File: src/rtl/can_pkg.sv
// rtl/can_pkg.sv - shared CAN constants and arbitration-field state encoding
// Used by the arbitration transmitter, the bit stuffer and the decoder-side blocks.
package can_pkg;

    // Arbitration-field states, legacy-compatible 3-bit encoding.
    localparam logic [2:0] ST_IDLE    = 3'd0;
    localparam logic [2:0] ST_SOF     = 3'd1;
    localparam logic [2:0] ST_BASE_ID = 3'd2;
    localparam logic [2:0] ST_SRR     = 3'd3;
    localparam logic [2:0] ST_IDE_B   = 3'd4;
    localparam logic [2:0] ST_EXT_ID  = 3'd5;
    localparam logic [2:0] ST_RTR_B   = 3'd6;
    localparam logic [2:0] ST_FINISH  = 3'd7;

    localparam logic DOMINANT  = 1'b0;
    localparam logic RECESSIVE = 1'b1;

    localparam int BASE_ID_W = 11;
    localparam int EXT_ID_W  = 18;
    localparam int STUFF_LEN = 5;

endpackage

File: src/rtl/can_bit_stuffer.sv
// rtl/can_bit_stuffer.sv - CAN bit stuffer with a bit-request handshake
// Ports:
//   clk, rst_n      clock, asynchronous active-low reset
//   init            restart run tracking for a new frame (run=0, last=recessive)
//   bit_req         one bus bit is being emitted this cycle
//   field_bit       next field bit offered by the field transmitter
//   field_ack       field_bit was consumed (no stuff bit inserted this request)
//   bit_out         value to drive for this request
//   is_stuff        the bit emitted on the next request is a stuff bit
//   run_len         consecutive-equal count, including stuff bits
//   last_val        value of the last bit emitted
module can_bit_stuffer #(
    parameter int STUFF_LEN = 5
) (
    input  logic       clk,
    input  logic       rst_n,
    input  logic       init,
    input  logic       bit_req,
    input  logic       field_bit,
    output logic       field_ack,
    output logic       bit_out,
    output logic       is_stuff,
    output logic [2:0] run_len,
    output logic       last_val
);
    import can_pkg::*;

    logic [2:0] run_q, run_d;
    logic       last_q, last_d;
    logic       pend_q, pend_d;

    assign is_stuff  = pend_q;
    assign bit_out   = pend_q ? ~last_q : field_bit;
    assign field_ack = bit_req & ~pend_q;
    assign run_len   = run_q;
    assign last_val  = last_q;

    always_comb begin
        run_d  = run_q;
        last_d = last_q;
        pend_d = pend_q;
        if (init) begin
            run_d  = 3'd0;
            last_d = RECESSIVE;
            pend_d = 1'b0;
        end else if (bit_req) begin
            // A stuff bit always differs from last_q, so it restarts the run at 1.
            run_d  = (bit_out == last_q) ? run_q + 3'd1 : 3'd1;
            last_d = bit_out;
            pend_d = (run_d == 3'(STUFF_LEN));
        end
    end

    always_ff @(posedge clk or negedge rst_n) begin
        if (!rst_n) begin
            run_q  <= 3'd0;
            last_q <= RECESSIVE;
            pend_q <= 1'b0;
        end else begin
            run_q  <= run_d;
            last_q <= last_d;
            pend_q <= pend_d;
        end
    end

endmodule

File: src/rtl/can_arbitration_tx.sv
// rtl/can_arbitration_tx.sv - CAN SOF + arbitration field transmitter with stuffing and bus monitoring
// Ports:
//   clk, reset          clock, asynchronous active-low reset
//   tx_pt, SP           bit-timing strobes: drive next bit / sample bus bit
//   start               frame request, accepted only when idle
//   IDTFR, IDE, RTR     identifier and frame flags, latched on accepted start
//   rx_bit              sampled bus value (0 = dominant)
//   tx_bit              bus drive value (1 = recessive)
//   busy                frame in progress
//   done, arb_lost,     one-cycle outcome pulses, mutually exclusive
//   bit_err
//   run_len, last_val   stuffing state handed to the control-field transmitter
module can_arbitration_tx #(
    parameter int ID_W      = 29,
    parameter int STUFF_LEN = can_pkg::STUFF_LEN
) (
    input  logic            clk,
    input  logic            reset,
    input  logic            tx_pt,
    input  logic            SP,
    input  logic            start,
    input  logic [ID_W-1:0] IDTFR,
    input  logic            IDE,
    input  logic            RTR,
    input  logic            rx_bit,
    output logic            tx_bit,
    output logic            busy,
    output logic            done,
    output logic            arb_lost,
    output logic            bit_err,
    output logic [2:0]      run_len,
    output logic            last_val
);
    import can_pkg::*;

    logic [2:0]      state_q, state_d;
    logic [4:0]      cnt_q, cnt_d;
    logic [ID_W-1:0] id_q, id_d;
    logic            ide_q, ide_d;
    logic            rtr_q, rtr_d;
    logic            busy_q, busy_d;
    logic            tx_bit_q, tx_bit_d;
    logic            done_q, done_d;
    logic            arb_lost_q, arb_lost_d;
    logic            bit_err_q, bit_err_d;
    // drv_q: a bit of this frame is on the bus, so SP has something to check.
    // chk_q: that bit is SOF or a stuff bit, where any mismatch is a bit error.
    logic            drv_q, drv_d;
    logic            chk_q, chk_d;

    logic [BASE_ID_W-1:0] base_id;
    logic [EXT_ID_W-1:0]  ext_id;
    logic                 field_bit;
    logic                 stf_init;
    logic                 bit_req;
    logic                 field_ack;
    logic                 stf_bit;
    logic                 stf_is_stuff;
    logic                 sp_act;

    assign base_id  = id_q[BASE_ID_W-1:0];
    assign ext_id   = id_q[BASE_ID_W+EXT_ID_W-1:BASE_ID_W];
    assign stf_init = start & ~busy_q;
    assign sp_act   = SP & busy_q & drv_q;
    // SP wins over a coincident tx_pt; FINISH drops any pending stuff bit.
    assign bit_req  = tx_pt & ~SP & busy_q & (state_q != ST_FINISH);

    can_bit_stuffer #(
        .STUFF_LEN (STUFF_LEN)
    ) u_stuffer (
        .clk       (clk),
        .rst_n     (reset),
        .init      (stf_init),
        .bit_req   (bit_req),
        .field_bit (field_bit),
        .field_ack (field_ack),
        .bit_out   (stf_bit),
        .is_stuff  (stf_is_stuff),
        .run_len   (run_len),
        .last_val  (last_val)
    );

    always_comb begin
        field_bit = RECESSIVE;
        case (state_q)
            ST_SOF:     field_bit = DOMINANT;
            ST_BASE_ID: field_bit = base_id[cnt_q[3:0]];
            ST_SRR:     field_bit = RECESSIVE;
            ST_IDE_B:   field_bit = ide_q;
            ST_EXT_ID:  field_bit = ext_id[cnt_q];
            ST_RTR_B:   field_bit = rtr_q;
            default:    field_bit = RECESSIVE;
        endcase
    end

    always_comb begin
        state_d    = state_q;
        cnt_d      = cnt_q;
        id_d       = id_q;
        ide_d      = ide_q;
        rtr_d      = rtr_q;
        busy_d     = busy_q;
        tx_bit_d   = tx_bit_q;
        drv_d      = drv_q;
        chk_d      = chk_q;
        done_d     = 1'b0;
        arb_lost_d = 1'b0;
        bit_err_d  = 1'b0;

        if (!busy_q) begin
            if (start) begin
                id_d    = IDTFR;
                ide_d   = IDE;
                rtr_d   = RTR;
                busy_d  = 1'b1;
                state_d = ST_SOF;
                drv_d   = 1'b0;
                chk_d   = 1'b0;
            end
        end else if (sp_act) begin
            if (chk_q ? (rx_bit != tx_bit_q)
                      : (tx_bit_q == DOMINANT && rx_bit == RECESSIVE)) begin
                bit_err_d = 1'b1;
            end else if (tx_bit_q == RECESSIVE && rx_bit == DOMINANT) begin
                arb_lost_d = 1'b1;
            end else if (state_q == ST_FINISH) begin
                done_d = 1'b1;
            end
            if (bit_err_d || arb_lost_d || done_d) begin
                busy_d   = 1'b0;
                state_d  = ST_IDLE;
                tx_bit_d = RECESSIVE;
            end
        end else if (bit_req) begin
            tx_bit_d = stf_bit;
            drv_d    = 1'b1;
            chk_d    = stf_is_stuff | (state_q == ST_SOF);
            if (field_ack) begin
                case (state_q)
                    ST_SOF: begin
                        state_d = ST_BASE_ID;
                        cnt_d   = 5'(BASE_ID_W - 1);
                    end
                    ST_BASE_ID: begin
                        if (cnt_q == 5'd0) state_d = ide_q ? ST_SRR : ST_RTR_B;
                        else               cnt_d   = cnt_q - 5'd1;
                    end
                    ST_SRR:     state_d = ST_IDE_B;
                    ST_IDE_B: begin
                        if (ide_q) begin
                            state_d = ST_EXT_ID;
                            cnt_d   = 5'(EXT_ID_W - 1);
                        end else begin
                            state_d = ST_FINISH;
                        end
                    end
                    ST_EXT_ID: begin
                        if (cnt_q == 5'd0) state_d = ST_RTR_B;
                        else               cnt_d   = cnt_q - 5'd1;
                    end
                    ST_RTR_B:   state_d = ide_q ? ST_FINISH : ST_IDE_B;
                    default:    state_d = state_q;
                endcase
            end
        end
    end

    always_ff @(posedge clk or negedge reset) begin
        if (!reset) begin
            state_q    <= ST_IDLE;
            cnt_q      <= 5'd0;
            id_q       <= '0;
            ide_q      <= 1'b0;
            rtr_q      <= 1'b0;
            busy_q     <= 1'b0;
            tx_bit_q   <= RECESSIVE;
            done_q     <= 1'b0;
            arb_lost_q <= 1'b0;
            bit_err_q  <= 1'b0;
            drv_q      <= 1'b0;
            chk_q      <= 1'b0;
        end else begin
            state_q    <= state_d;
            cnt_q      <= cnt_d;
            id_q       <= id_d;
            ide_q      <= ide_d;
            rtr_q      <= rtr_d;
            busy_q     <= busy_d;
            tx_bit_q   <= tx_bit_d;
            done_q     <= done_d;
            arb_lost_q <= arb_lost_d;
            bit_err_q  <= bit_err_d;
            drv_q      <= drv_d;
            chk_q      <= chk_d;
        end
    end

    assign tx_bit   = tx_bit_q;
    assign busy     = busy_q;
    assign done     = done_q;
    assign arb_lost = arb_lost_q;
    assign bit_err  = bit_err_q;

endmodule

File: config.mk
export PLATFORM = sky130hd
export DESIGN_NAME = can_arbitration_tx
export DESIGN_NICKNAME = d
export VERILOG_FILES = /design/src/rtl/can_pkg.sv /design/src/rtl/can_bit_stuffer.sv /design/src/rtl/can_arbitration_tx.sv
export SDC_FILE = /design/constraint.sdc
export NUM_CORES = 1
export LEC_CHECK = 0
export CORE_MARGIN = 4
export CORE_UTILIZATION = 48
export CTS_CLUSTER_DIAMETER = 50
export DETAILED_ROUTE_END_ITERATION = 8
export PLACE_DENSITY = 0.78
export SYNTH_ARGS = -nofsm -noshare
export SYNTH_HDL_FRONTEND = slang
export SYNTH_HIERARCHICAL = 1
export SYNTH_SLANG_ARGS = --single-unit
File: constraint.sdc
create_clock -name clk -period 2 [get_ports clk]
set_input_delay 0.4 -clock clk [delete_from_list [all_inputs] [get_ports clk]]
set_output_delay 0.4 -clock clk [all_outputs]
set_load 0.01 [all_outputs]
==> metrics.md <==
| Metric | Value |
|---|---|
| Synth Net Count | 340 |
| CTS tree | yes |
| Routed Antenna Nets | 0 |
| Synth Flop Type | dfrtp_1 |
| DRC errors left | 0 |
| Place WS | -0.230 ns |
| H-tree lvl count | 2 |
| FMAX | 486 MHz |
| Synthesized flop and latch total | 51 |
| Clk_skew | 0.0123 ns |
| Share of cells above drive strength 1 | 0.199 |
| Row Count | 27 |
| Unrepaired setup endpoints after global routing | yes |
| Largest family of logic cells by synthesized area | simple AND/OR/NAND/NOR gates |
| Initial antenna violation count | 0 |
| Worst-path fanout max | 6 |
| Flop2flop setup slack | -0.06 ns |
| Routed WL | 6320 um |
| Clock power frac | 0.133 |
| CP Capture Type | flop |
| Final min period | 2.06 ns |
| Inst Count DP | 429 |
| Iteration-0 DRC Markers | 143 |
| DP HPWL | 4650 um |
| Port bufs | 45 |
| Startpoint types | flop |
| Initial cell density of the core | 0.492 |
| Simple-gate area share of the yosys netlist | 0.255 |
| Ys Warns | 6 |
| Die area | 6870 um^2 |
| Worst path arrival time | 2.26 ns |
| Clock Tree Root | clkbuf_8 |
| Clock slew at reported path FFs | 0.09 ns |
| Diode count | 0 |
| CTS Sinks | 51 |
| Share of the synthesized area in the top cell type | 0.455 |
| First-pass GRT wire length | 10600 um |
| Die height | 82.9 um |
| Detailed Routing Iterations Pass 1 | 6 |
| Clock Path Buffers | 2 |
| # IOs | 46 |
| P per Cell Area | 1200 nW/um^2 |
| CTS Buf Count | 5 |
| Tcrit/Tclk final | 1.03 |
| Asr flop ratio synth | 1.00 |
| Nets@finish | 412 |
| Vias in the first global route | 2241 |
| Largest area contributor in the netlist | dfrtp_1 |
| Utilization after layout | 0.665 |
| Syn Std Cell Area | 2690 um^2 |
| Placer congestion estimate | 0.909 |
| Via density | 5.27 |
| GR Overflow Total | 0 |
| Status | finished with violations |
| Synth Instances | 299 |
| Crit Path Class | flop to flop |
| Max_slew headroom | 0.603 |
| Hold WS | 0.0777 ns |
| Net Switching | 1670 uW |
| Synth Area in Adders | 0.0186 |
| Setup TNS | -0.181 ns |
| Seq pwr share | 0.421 |
| GRT Total Usage | 0.186 |
| Setup violators final | 5 |
| Core area | 5470 um^2 |
| Seq/Total Area, Yosys | 0.475 |
| Mux contribution to synthesized area | 0.0581 |
| Tightest Pin Transition | 0.596 ns |
| Post-synth EDFFs | 0 |
| Hold/Removal Path Class | primary input to asynchronous set/reset pin |
| Switch share | 0.380 |
| WP data required | 2.20 ns |
| Maxcap violations | 0 |
| Post-route insts no fill | 444 |
| Syn Area/Cell | 9.01 um^2 |
| Compound-cell area share of the yosys netlist | 0.141 |
| Failing checks | setup timing |
| DR vias | 2342 |
| Largest net degree at the start of global routing | 33 |
| Max VDD drop | 0.000831 V |
| Combinational share of power | 0.446 |
| Int Pwr | 2710 uW |
| Syn-to-layout area delta | 35.1% |
| Die width | 82.9 um |
| Setup ws final | -0.0573 ns |
| Pleak | 0.00167 uW |
| Clk Latency, worst-skew pair | 0.31 ns |
| Top cells by area, synth | dfrtp_1 46%, nand2_1 14%, mux2i_1 3.7%, dfstp_2 2.0%, ha_1 1.9% |
| Xor and xnor area share after synthesis | 0.00975 |
| WL/cell | 14.2 um |
| Fin. Hold Viols | 0 |
| Slew Viols, Final | 0 |
| CTS Hold Bufs | 0 |
| Unique masters post-synth | 58 |
[final cells by class]
class                   count  area (um^2)
well taps                  72         90.1
multi-input cells         222         1390
repair buffers             81          748
fillers                   458         1830
flip-flops and latches     51         1280
clock buffers               7         76.3
inverters                  10         41.3
clock inverters             1         7.51
[worst paths after layout]
path	from	to	cells after the start
max in group asynchronous	reset	state_q[0]	2
worst max register to register	cnt_q[0]	u_stuffer/run_len[1]	8
min in group clk	id_q[2]	id_q[2]	2
worst max-delay path	cnt_q[0]	u_stuffer/run_len[1]	8
worst min-delay path	reset	id_q[13]	1
worst min register to register	id_q[2]	id_q[2]	2
[critical path, stage by stage (launching register included)]
cell and delay (ns):
dfrtp_2 0.47, mux4_2 0.51, mux2i_1 0.15, o32ai_1 0.10, nand2_1 0.08, o211ai_1 0.12, xnor2_1 0.15, and2_4 0.16
a32o_1 0.21
[placed cells by master, fill, tap and decap left out, types with 2 or more instances in the layout]
cell and count:
nand2_1 103, dfrtp_1 45, clkdlybuf4s50_1 44, buf_4 32
nor2_1 13, mux2i_1 9, o21ai_0 8, nand3_1 8
inv_1 6, and3_1 5, clkbuf_8 5, a21oi_1 4
a31oi_1 4, nand2b_1 4, o21ai_1 4, dfrtp_2 4
nor2b_1 3, a2111oi_2 3, xnor2_1 3, ha_1 3
mux4_2 2, nor2b_4 2, nor3_1 2, a21o_1 2
nor3b_1 2, a32o_1 2, a211o_1 2, clkbuf_1 2
buf_12 2, buf_6 2, dfstp_2 2, a22o_1 2
[flip-flops by register name, indices dropped and copies added (netlist names)]
name and count:
chk_q 1, busy 1, bit_err 1, drv_q 1
tx_bit 1, ide_q 1, u_stuffer/is_stuff 1, done 1
u_stuffer/last_val 1, state_q 3, cnt_q 5, id_q 29
u_stuffer/run_len 3, rtr_q 1, arb_lost 1
[logic make-up (layout without fill, tap and decap cells)]
group                      after synthesis  after routing
AOI/OAI and AO/OA                       49             49
and+or+nand+nor                        153            153
buffers and inverters                   26             99
muxes                                   13             13
adders and majority gates                4              4
DFF                                     51             51
xor gates and xnor gates                 3              3
[synth_stat cells, types with 3 or more instances]
cell type / number
o21ai_0: 8
nand2b_1: 4
a2111oi_0: 3
inv_1: 7
o21ai_1: 4
clkbuf_1: 8
nor2b_1: 4
a31oi_1: 4
a21oi_1: 5
ha_1: 4
xnor2_1: 3
mux2i_1: 10
and3_1: 5
nor2_1: 13
nand2_1: 103
buf_2: 7
nand3_1: 8
dfrtp_1: 49
[metal layers]
layer / wire length [um] / vias to the layer above / global-route usage
met5: 0 / - / 0
met1: 2880 / 1106 / 0.258
met3: 266 / 7 / 0.0347
met4: 76 / 0 / 0.0520
li1: - / 1167 / -
met2: 3100 / 62 / 0.299
[through the flow]
stage	area [um^2]	total power [uW]
after global placement	3410	3550
final	3640	4380
after floorplan	2720	2950
after global routing	3640	4720
after CTS	3570	4280
after detailed placement	3410	3620
[timing repair]
| item | CTS | global route |
|---|---|---|
| buffers inserted | 4 | 3 |
| endpoints found under the setup margin | 12 | 12 |
| pin swaps | 12 | 7 |
| resized for setup | 15 | 8 |
[power by group through the flow]
| stage | sequential (uW) | clock, uW | combinational (uW) |
|---|---|---|---|
| floorplan | 1730 | 0 | 1220 |
| global placement | 1830 | 0 | 1730 |
| detailed placement | 1840 | 0 | 1780 |
| CTS | 1830 | 594 | 1860 |
| global route | 1910 | 643 | 2170 |
| finish | 1840 | 580 | 1950 |
Power figures use the tool's default switching activity.
